## src/rtl/mm_stream_loader_pkg.sv

```systemverilog
// Shared types and sizing helpers for the matrix-multiplier operand loader.
package mm_loader_pkg;

    localparam int unsigned BATCH_W = 16;

    typedef enum logic [2:0] {
        FILL,
        START,
        GAP,
        STREAM,
        WAIT_DONE
    } state_t;

    // One operand set is matrix A followed by matrix B, both M x N.
    function automatic int unsigned total_elems(input int unsigned m, input int unsigned n);
        return 2 * m * n;
    endfunction

    function automatic int unsigned ptr_width(input int unsigned total);
        return (total > 1) ? $clog2(total) : 1;
    endfunction

endpackage

```

## src/rtl/mm_stream_loader_if.sv

```systemverilog
// Operand stream in and multiplier start/data/done bus out, bundled for the loader.
interface mm_stream_loader_if #(
    parameter int unsigned DW = 8
);
    logic [DW-1:0] in_data;
    logic          in_valid;
    logic          in_ready;
    logic          mm_start;
    logic [DW-1:0] mm_data;
    logic          mm_done;

    // master: operand source plus multiplier; slave: the loader itself
    modport master (
        output in_data, in_valid, mm_done,
        input  in_ready, mm_start, mm_data
    );

    modport slave (
        input  in_data, in_valid, mm_done,
        output in_ready, mm_start, mm_data
    );
endinterface

```

## src/rtl/mm_stream_loader_elem_buf.sv

```systemverilog
// Element buffer: TOTAL x DW register array, synchronous write, registered read output.
module mm_elem_buf #(
    parameter int unsigned DEPTH = 8,
    parameter int unsigned DW    = 8,
    parameter int unsigned AW    = 3
) (
    input  logic          clk,
    input  logic          reset,
    input  logic          we,
    input  logic [AW-1:0] waddr,
    input  logic [DW-1:0] wdata,
    input  logic          re,
    input  logic [AW-1:0] raddr,
    output logic [DW-1:0] rdata
);

    logic [DW-1:0] mem [DEPTH];

    always_ff @(posedge clk) begin
        if (we) begin
            mem[waddr] <= wdata;
        end
    end

    // Read register holds its value between streams, so mm_data keeps the last element.
    always_ff @(posedge clk or posedge reset) begin
        if (reset) begin
            rdata <= '0;
        end else if (re) begin
            rdata <= mem[raddr];
        end
    end

endmodule

```

## src/rtl/mm_stream_loader.sv

```systemverilog
// Buffers one A+B operand set and replays it to the multiplier as start, gap, stream.
// Optional done-watchdog and err_timeout output when MM_LOADER_TIMEOUT_EN is defined.
module mm_stream_loader
    import mm_loader_pkg::*;
#(
    parameter int unsigned DW      = 8,
    parameter int unsigned M       = 2,
    parameter int unsigned N       = 2,
    parameter int unsigned TIMEOUT = 4096
) (
    input  logic               clk,
    input  logic               reset,
    mm_stream_loader_if.slave  bus,
    output logic               busy,
    output logic [BATCH_W-1:0] batch_cnt
`ifdef MM_LOADER_TIMEOUT_EN
    ,
    output logic               err_timeout
`endif
);

    localparam int unsigned TOTAL = total_elems(M, N);
    localparam int unsigned PW    = ptr_width(TOTAL);

    localparam logic [PW-1:0] WR_LAST = PW'(TOTAL - 1);
    localparam logic [PW:0]   RD_LAST = (PW + 1)'(TOTAL - 1);
    localparam logic [PW:0]   RD_END  = (PW + 1)'(TOTAL);

    state_t        state;
    state_t        state_nxt;
    logic [PW-1:0] wr_ptr;
    logic [PW:0]   rd_ptr;
    logic          full;

    logic          in_ready;
    logic          mm_start;
    logic          accept;
    logic          rd_en;
    logic          stream_end;
    logic          wait_exit;

    assign accept     = bus.in_valid && in_ready;
    assign stream_end = (state == STREAM) && (rd_ptr == RD_END);

`ifdef MM_LOADER_TIMEOUT_EN
    logic [31:0] wd_cnt;
    logic        timeout_hit;

    assign timeout_hit = (state == WAIT_DONE) && (wd_cnt == 32'(TIMEOUT - 1));
    assign wait_exit   = bus.mm_done || timeout_hit;

    always_ff @(posedge clk or posedge reset) begin
        if (reset) begin
            wd_cnt      <= '0;
            err_timeout <= 1'b0;
        end else begin
            if (stream_end) begin
                wd_cnt <= '0;
            end else if (state == WAIT_DONE) begin
                wd_cnt <= wd_cnt + 32'd1;
            end
            if (timeout_hit) begin
                err_timeout <= 1'b1;
            end
        end
    end
`else
    assign wait_exit = bus.mm_done;
`endif

    // State register
    always_ff @(posedge clk or posedge reset) begin
        if (reset) begin
            state <= FILL;
        end else begin
            state <= state_nxt;
        end
    end

    // Next-state logic; the exit from WAIT_DONE looks at the registered full flag,
    // so a done coinciding with the final refill accept detours through FILL.
    always_comb begin
        state_nxt = state;
        case (state)
            FILL:      if (full) state_nxt = START;
            START:     state_nxt = GAP;
            GAP:       state_nxt = STREAM;
            STREAM:    if (rd_ptr == RD_END) state_nxt = WAIT_DONE;
            WAIT_DONE: if (wait_exit) state_nxt = full ? START : FILL;
            default:   state_nxt = FILL;
        endcase
    end

    // Outputs decoded from the registered state
    always_comb begin
        mm_start = 1'b0;
        busy     = 1'b1;
        in_ready = 1'b0;
        rd_en    = 1'b0;
        case (state)
            FILL: begin
                busy     = 1'b0;
                in_ready = !full;
            end
            START:     mm_start = 1'b1;
            GAP:       rd_en = 1'b1;
            STREAM:    rd_en = (rd_ptr != RD_END);
            WAIT_DONE: in_ready = !full;
            default:   busy = 1'b0;
        endcase
    end

    assign bus.in_ready = in_ready;
    assign bus.mm_start = mm_start;

    always_ff @(posedge clk or posedge reset) begin
        if (reset) begin
            wr_ptr <= '0;
            full   <= 1'b0;
        end else begin
            if (accept) begin
                wr_ptr <= (wr_ptr == WR_LAST) ? '0 : wr_ptr + PW'(1);
            end
            if (accept && (wr_ptr == WR_LAST)) begin
                full <= 1'b1;
            end else if (rd_en && (rd_ptr == RD_LAST)) begin
                full <= 1'b0;
            end
        end
    end

    // rd_ptr runs one ahead of the element on mm_data and reaches TOTAL on the last stream cycle.
    always_ff @(posedge clk or posedge reset) begin
        if (reset) begin
            rd_ptr <= '0;
        end else if (state == START) begin
            rd_ptr <= '0;
        end else if (rd_en) begin
            rd_ptr <= rd_ptr + (PW + 1)'(1);
        end
    end

    always_ff @(posedge clk or posedge reset) begin
        if (reset) begin
            batch_cnt <= '0;
        end else if (stream_end) begin
            batch_cnt <= batch_cnt + BATCH_W'(1);
        end
    end

    mm_elem_buf #(
        .DEPTH (TOTAL),
        .DW    (DW),
        .AW    (PW)
    ) u_elem_buf (
        .clk   (clk),
        .reset (reset),
        .we    (accept),
        .waddr (wr_ptr),
        .wdata (bus.in_data),
        .re    (rd_en),
        .raddr (rd_ptr[PW-1:0]),
        .rdata (bus.mm_data)
    );

endmodule

```

## src/flat_wrapper.sv

```systemverilog
// flat-port wrapper written by rule: the top's interface ports become plain ports
module mm_stream_loader_flat import mm_loader_pkg::*;
#(
    parameter int unsigned DW      = 8,
    parameter int unsigned M       = 2,
    parameter int unsigned N       = 2,
    parameter int unsigned TIMEOUT = 4096
)
  (clk, reset, busy, batch_cnt, bus_in_data, bus_in_valid, bus_mm_done, bus_in_ready, bus_mm_start, bus_mm_data);
  mm_stream_loader_if #(.DW(DW)) bus_i ();
  input  logic clk;
  input  logic reset;
  output logic busy;
  output logic [BATCH_W-1:0] batch_cnt;
  input wire logic [$bits(bus_i.in_data)-1:0] bus_in_data;
  input wire logic [$bits(bus_i.in_valid)-1:0] bus_in_valid;
  input wire logic [$bits(bus_i.mm_done)-1:0] bus_mm_done;
  output wire logic [$bits(bus_i.in_ready)-1:0] bus_in_ready;
  output wire logic [$bits(bus_i.mm_start)-1:0] bus_mm_start;
  output wire logic [$bits(bus_i.mm_data)-1:0] bus_mm_data;
  assign bus_i.in_data = bus_in_data;
  assign bus_i.in_valid = bus_in_valid;
  assign bus_i.mm_done = bus_mm_done;
  assign bus_in_ready = bus_i.in_ready;
  assign bus_mm_start = bus_i.mm_start;
  assign bus_mm_data = bus_i.mm_data;
  mm_stream_loader #(.DW(DW), .M(M), .N(N), .TIMEOUT(TIMEOUT)) u_core (.clk(clk), .reset(reset), .bus(bus_i), .busy(busy), .batch_cnt(batch_cnt));
endmodule
```

## config.mk

```make
export PLATFORM = sky130hd
export DESIGN_NAME = mm_stream_loader_flat
export DESIGN_NICKNAME = d
export VERILOG_FILES = /design/src/rtl/mm_stream_loader_pkg.sv /design/src/rtl/mm_stream_loader_if.sv /design/src/rtl/mm_stream_loader_elem_buf.sv /design/src/rtl/mm_stream_loader.sv /design/src/flat_wrapper.sv
export SDC_FILE = /design/constraint.sdc
export NUM_CORES = 1
export LEC_CHECK = 0
export ABC_AREA = 1
export CAP_MARGIN = 20
export CELL_PAD_IN_SITES_DETAIL_PLACEMENT = 1
export CELL_PAD_IN_SITES_GLOBAL_PLACEMENT = 2
export CORE_UTILIZATION = 33
export DETAILED_ROUTE_END_ITERATION = 12
export GPL_ROUTABILITY_DRIVEN = 1
export GPL_TIMING_DRIVEN = 1
export PLACE_DENSITY_LB_ADDON = 0.1
export RECOVER_POWER = 100
export SYNTH_ARGS = -nofsm -noshare
export SYNTH_HDL_FRONTEND = slang
export SYNTH_SLANG_ARGS = --single-unit
```

## constraint.sdc

```tcl
create_clock -name clk -period 1.9 [get_ports clk]
set_clock_uncertainty 0.1 [all_clocks]
set_input_delay 0.285 -clock clk [delete_from_list [all_inputs] [get_ports clk]]
set_output_delay 0.285 -clock clk [all_outputs]
set_load 0.01 [all_outputs]
```

Word level (Yosys, flattened, before mapping)
Memory sizes are Yosys's and may differ from the RTL's. A register that Yosys moved wholly into a read port is not among the register bits.
Cells that the tools add are included.
{"block": "totals", "in_bits": 12, "wordCells": 47, "mem_bits_rw": 64, "memories": 1, "out_inout_bits": 27, "regBits": 27, "mem_bits_ro": 0, "latch_bits": 0}
{"memory": "u_core.u_elem_buf.mem", "depth": 8, "word_bits": 8, "read_ports": 1, "rd_ports_with_merged_regs": 1, "wr": 1, "line_no": "mm_stream_loader_elem_buf.sv:17", "rtl": "logic [DW-1:0] mem [DEPTH];"}
{"block": "op_classes", "add_sub_neg": 3, "mux": 16, "shifts": 0, "n_mul": 0, "div_mod_pow": 0, "magnitude_cmp": 0, "bitwise_logic": 0, "n_eq_ne": 11, "n_reduce_logical": 11}
{"operator": "$add 16x1->16 const B", "n": 1}
{"operator": "$pmux 3 s5", "n": 1}
{"operator": "$mux 3", "n": 4}
{"operator": "$mux 1", "n": 8}
{"operator": "$mux 4", "n": 2}
{"operator": "$eq 3x2->1 const B", "n": 2}
{"operator": "$eq 3x3->1 const B", "n": 2}
{"operator": "$add 4x1->4 const B", "n": 1}
{"operator": "$eq 4x3->1 const B", "n": 1}
{"operator": "$eq 4x4->1 const B", "n": 1}
{"operator": "$logic_and 1x1->1", "n": 4}
{"operator": "$ne 2x2->1 const B", "n": 2}
{"operator": "$ne 4x4->1 const B", "n": 1}
{"operator": "$reduce_bool 2->1", "n": 2}
{"operator": "$reduce_or 4->1", "n": 1}
{"operator": "$add 3x1->3 const B", "n": 1}
{"operator": "$eq 3x1->1 const B", "n": 1}
{"operator": "$logic_not 3->1", "n": 1}
{"operator": "$reduce_and 3->1", "n": 1}
{"operator": "$ne 2x1->1 const B", "n": 1}
{"operator": "$pmux 1 s2", "n": 1}
{"operator": "$reduce_or 2->1", "n": 1}
{"operator": "$logic_not 1->1", "n": 1}

Depth between registers and ports, before layout
{"block": "logic_depth", "depth_word": 6, "mapped_depth": 12, "depth_no_buf": 9}

By module
Synthesis repeated with hierarchy kept, for this count alone.
{"block": "unflattened", "hier_cells": 478, "area_unflattened_um2": 4571.9}
{"mod": "mm_elem_buf", "cells_per_inst": 298, "area_each_um2": 3091.7, "n_inst": 1, "seq_area_each_um2": 2122.0}
{"mod": "mm_stream_loader", "cells_per_inst": 180, "area_each_um2": 1480.2, "n_inst": 1, "seq_area_each_um2": 675.6}

Least setup slack after synthesis
OpenSTA, ideal clock, no wires.
{"block": "synth_path", "kind": "reg-to-reg", "startpoint": "reg u_core.state[0]", "endpoint": "mem u_core.u_elem_buf.mem[0][0] (enable)", "path_buffers": 0, "setup_ns": 0.370, "slack_ns": 0.077, "t_required_ns": 1.430, "stages_incl_launch_ff": 6, "t_arrival_ns": 1.353, "period_less_slack_ns": 1.823, "path_cell_list": "dfrtp_1 -> nor2_1 -> nand2_1 -> nor2_2 -> nand2_1 -> nor2_1"}
{"block": "synth_between", "elab_chain_len": 6, "elab_cells_between_ends": 7, "cone_classes": "1 x eq/ne; 3 x mux; 3 x reduce/logical"}
{"item": "start, declared", "line_no": "mm_stream_loader.sv:29", "rtl": "state_t state;"}
{"item": "start signal, assigned", "line_no": "mm_stream_loader.sv:76", "rtl": "state <= state_nxt;"}
{"item": "$eq 3x3->1 or $logic_not 3->1 (tied branches)", "line_no": "mm_stream_loader.sv:100", "rtl": "case (state)"}
{"item": "$reduce_or 2->1 (no line) (*)"}
{"item": "$mux 1 (*)"}
{"item": "$logic_and 1x1->1 (*)", "line_no": "mm_stream_loader.sv:42", "rtl": "assign accept = bus.in_valid && in_ready;"}
{"item": "$mux 1 (*)", "line_no": "mm_stream_loader_elem_buf.sv:20", "rtl": "if (we) begin"}
{"item": "$mux 1 (not written as such) (*)", "line_no": "mm_stream_loader_elem_buf.sv:21", "rtl": "mem[waddr] <= wdata;"}
{"item": "end, declared", "line_no": "mm_stream_loader_elem_buf.sv:17"}
Every way passes the cells marked *; elsewhere a longest branch is shown, timed or not.

Final worst setup path
{"block": "layout_path", "startpoint": "reg u_core.batch_cnt[7]", "endpoint": "out batch_cnt[7]"}
{"item": "start, declared", "line_no": "mm_stream_loader.sv:15", "rtl": "output logic [BATCH_W-1:0] batch_cnt"}
{"item": "start signal, assigned", "line_no": "mm_stream_loader.sv:147", "rtl": "batch_cnt <= batch_cnt + BATCH_W'(1);"}
{"item": "end, declared", "line_no": "flat_wrapper.sv:14", "rtl": "output logic [BATCH_W-1:0] batch_cnt;"}
No word-level cell between the ends.

==> run_summary.xml <==
<?xml version="1.0" encoding="UTF-8"?>
<metrics>
  <group name="pwr">
    <metric name="power.density" unit="nW/µm²">1320</metric>
    <metric name="power_leakage" unit="nW">2.21</metric>
    <metric name="vdd.ir_drop.worst" unit="µV">413</metric>
    <metric name="internal-power" unit="mW">4.38</metric>
    <metric name="switching_power" unit="mW">2.58</metric>
    <metric name="clkPwrFrac" unit="">0.249</metric>
    <metric name="power_switching_share" unit="">0.371</metric>
    <metric name="seq_power_share" unit="">0.397</metric>
    <metric name="comb_power_share" unit="">0.354</metric>
  </group>
  <group name="sta">
    <metric name="worstMarginPinSlew" unit="ns">0.953</metric>
    <metric name="max_clock_freq" unit="GHz">0.555</metric>
    <metric name="post-route-period-util" unit="">0.948</metric>
    <metric name="timing.final.max_slew_violations" unit="">0</metric>
    <metric name="final.min_clock_period" unit="ns">1.80</metric>
    <metric name="finalHoldViolations" unit="">0</metric>
    <metric name="setup_viol" unit="">0</metric>
    <metric name="final.setup.worst_slack" unit="ns">0.0989</metric>
    <metric name="rsz0062_at_grt" unit="">yes</metric>
    <metric name="worst_slew_margin_rel" unit="">0.365</metric>
  </group>
  <group name="setup_path">
    <metric name="critical_path.cell_chain" unit="">dlygate4sd3_1</metric>
    <metric name="required" unit="ns">1.51</metric>
    <metric name="critical_path.n_buffers_inverters" unit="">1</metric>
    <metric name="crit_arrival" unit="ns">1.42</metric>
    <metric name="path_class" unit="">flip-flop to output pin</metric>
    <metric name="crit_fanout" unit="">4</metric>
    <metric name="slowest_stage" unit="">dlygate4sd3_1</metric>
    <metric name="crit_path_end_kind" unit="">output pin</metric>
    <metric name="timing.critical_path.max_delay_family" unit="">buffers and inverters</metric>
    <metric name="worstSetupStartpointType" unit="">flip-flop</metric>
    <metric name="worst_path_largest_cell_delay" unit="ns">0.64</metric>
  </group>
  <group name="layout">
    <metric name="area.growth.synth_to_final" unit="%">21.2</metric>
    <metric name="mostFrequentLayoutCells" unit="">94 x nor2_1, 86 x nand2_1, 64 x edfxtp_1</metric>
    <metric name="num_antenna_cells" unit="">0</metric>
    <metric name="footprint_of_the_flip_flops_and_latches" unit="µm²">2800</metric>
    <metric name="layout_cell_share_with_drive_strength_beyond_1" unit="">0.0988</metric>
    <metric name="stdcell_count" unit="">668</metric>
    <metric name="final.fill_count" unit="">1462</metric>
    <metric name="multiInputGateArea" unit="µm²">1360</metric>
    <metric name="most_common_cell_after_layout_fill_and_taps_aside" unit="">nor2_1</metric>
    <metric name="design.final.nets" unit="">508</metric>
  </group>
  <group name="floorplan">
    <metric name="fp-row-count" unit="">41</metric>
    <metric name="core_area" unit="µm²">12800</metric>
    <metric name="die_width" unit="µm">117</metric>
    <metric name="die_y" unit="µm">117</metric>
    <metric name="starting_density_of_the_core" unit="">0.342</metric>
    <metric name="die_area" unit="µm²">13700</metric>
    <metric name="design.portCount" unit="">39</metric>
  </group>
  <group name="synthesis">
    <metric name="synth_seq_cells" unit="">99</metric>
    <metric name="post_synth.cell_area_avg" unit="µm²">10.1</metric>
    <metric name="post_synth_instance_area" unit="µm²">4370</metric>
    <metric name="yosys-top-cells-area" unit="">edfxtp_1 44%, dfrtp_1 20%, nor2_1 8.0%</metric>
    <metric name="ys_warn_count" unit="">0</metric>
    <metric name="synth.yosys.seq_area_share" unit="">0.641</metric>
    <metric name="synthDominantAreaCellType" unit="">edfxtp_1</metric>
    <metric name="syn-num-nets" unit="">451</metric>
    <metric name="synth_top_area_share" unit="">0.440</metric>
    <metric name="synth_cell_types" unit="">30</metric>
    <metric name="post_synth_inst_count" unit="">434</metric>
  </group>
  <group name="global_routing">
    <metric name="antenna_found_initial" unit="">0</metric>
    <metric name="first_global_vias" unit="">3236</metric>
    <metric name="largest_net_degree_at_the_start_of_global_routing" unit="">36</metric>
    <metric name="grt_util_all_layers" unit="">0.185</metric>
    <metric name="grt_pass1_wl" unit="mm">17.8</metric>
    <metric name="global_route.overflow_total" unit="">0</metric>
  </group>
  <group name="place">
    <metric name="numPortBuffers" unit="">38</metric>
    <metric name="finalWeightedCongestion" unit="">0.732</metric>
    <metric name="post-place-ws" unit="ns">-0.0132</metric>
    <metric name="instance_count_after_placement_with_tap_cells_included" unit="">649</metric>
    <metric name="hpwl" unit="mm">8.10</metric>
  </group>
  <group name="detailed_routing">
    <metric name="detailed_route_wire_length_per_cell" unit="µm">16.9</metric>
    <metric name="initialDrtViolationCount" unit="">110</metric>
    <metric name="drcViolationCount" unit="">0</metric>
    <metric name="detail_route.first_pass.iterations" unit="">4</metric>
    <metric name="detailed_route_wire_length" unit="mm">11.3</metric>
    <metric name="vias_per_cell" unit="">4.75</metric>
    <metric name="num_vias" unit="">3173</metric>
    <metric name="number_of_nets_with_antenna_violations_after_detailed_routing" unit="">0</metric>
  </group>
  <group name="cts">
    <metric name="tritoncts" unit="">built</metric>
    <metric name="worstSkewPairLatency" unit="ns">0.35</metric>
    <metric name="ctsHoldBuffers" unit="">0</metric>
    <metric name="clock-sinks" unit="">99</metric>
    <metric name="clock_pin_slew_on_the_worst_setup_and_hold_paths" unit="ns">0.06</metric>
    <metric name="htree_num_levels" unit="">3</metric>
    <metric name="cts-root-buf" unit="">clkbuf_16</metric>
    <metric name="cts_inserted_buffers" unit="">9</metric>
    <metric name="cts_buffer_depth" unit="">2</metric>
  </group>
  <group name="flow_run">
    <metric name="drv_cap" unit="">0</metric>
  </group>
  <group name="hold_path">
    <metric name="min-delay-path-class" unit="">flip-flop to flip-flop</metric>
  </group>
  <group name="status">
    <metric name="run_status" unit="">finished, final reports clean</metric>
  </group>
</metrics>
==> area by class of cell <==
type                       instances  area share
sequential                        99       0.529
multi-input combinational        290       0.257
timing repair buffer              60      0.0988
clock buffer                      11      0.0459
tap                              172      0.0407
inverter                          31      0.0220
clock inverter                     5     0.00686
==> power groups by stage <==
stage,Clock (mW),Sequential [mW],Combinational (mW)
3_5_place_dp,0,2.82,2.54
3_3_place_gp,0,2.82,2.49
2_1_floorplan,0,2.83,1.52
5_1_grt,1.85,2.80,2.82
4_1_cts,1.79,2.77,2.57
6_report,1.73,2.76,2.47
==> cell usage after synthesis (all sizes together) <==
master	instances
a22oi	1
buf	10
clkbuf	4
clkinv	1
dfrtp	35
edfxtp	64
ha	5
inv	30
nand2	87
nand3	39
nand3b	2
nand4	4
nor2	98
nor3	2
o211ai	1
o21ai	42
xnor2	2
xor2	7
==> stage by stage <==
stage	setup TNS, ns	total power, mW	instance area (µm²)	hold slack, ns	util
2_1_floorplan	0	4.34	4370	0.284	-
3_3_place_gp	0	5.31	5020	0.366	0.393
3_5_place_dp	-0.258	5.36	5020	0.371	0.393
4_1_cts	0	7.13	5320	0.261	0.417
5_1_grt	-0.0368	7.46	5290	0.410	0.414
6_report	0	6.97	5290	0.372	0.414
==> path summary, 6_finish.rpt <==
kind                                                              from                                     end  slack [ns]  cells past startpoint
worst max-delay path                   u_core.batch_cnt[7]$_DFFE_PP0P_                            batch_cnt[7]         0.1                      1
worst min-delay path            u_core.u_elem_buf.rdata[0]$_DFFE_PP0P_  u_core.u_elem_buf.rdata[0]$_DFFE_PP0P_        0.37                      2
worst max register to register             u_core.state[0]$_DFFE_PP0P_   u_core.u_elem_buf.mem[7][6]$_DFFE_PP_        0.12                      6
worst min register to register  u_core.u_elem_buf.rdata[0]$_DFFE_PP0P_  u_core.u_elem_buf.rdata[0]$_DFFE_PP0P_        0.37                      2
max in group asynchronous                                        reset        u_core.batch_cnt[10]$_DFFE_PP0P_        0.54                      3
min in group asynchronous                                        reset             u_core.state[2]$_DFFE_PP0P_        0.56                      3
==> timing repair <==
item | 4_1_cts | 5_1_grt
endpoints found under the setup margin | 3 | 2
buffers inserted | 3 | 0
gates resized for setup | 8 | 1
==> cell families (layout without fill, tap and decap cells) <==
group                    count (synthesis)  count (layout)  synth area share
AO/OA/AOI/OAI                           44              44            0.0516
AND/OR/NAND/NOR                        232             232             0.228
flip-flops                              99              99             0.641
XOR/XNOR                                 9               9            0.0198
buffers and inverters                   45             107            0.0461
adder cells (fa/ha/maj)                  5               5            0.0143
==> metal layers <==
layer,wire [µm],GRT usage,vias to the layer above,part of all wire
li1,-,-,1555,-
met2,5040,0.277,53,0.45
met1,5620,0.259,1548,0.50
met5,0,0,-,0
met4,283,0.0954,0,0.025
met3,378,0.0304,17,0.033
==> sequential cells by signal (all words and copies together) (netlist names) <==
register / flops
u_core.batch_cnt: 16
u_core.full: 1
u_core.rd_ptr: 4
u_core.state: 3
u_core.u_elem_buf.mem: 64
u_core.u_elem_buf.rdata: 8
u_core.wr_ptr: 3
Note: power is estimated with default switching activity, not from simulation.
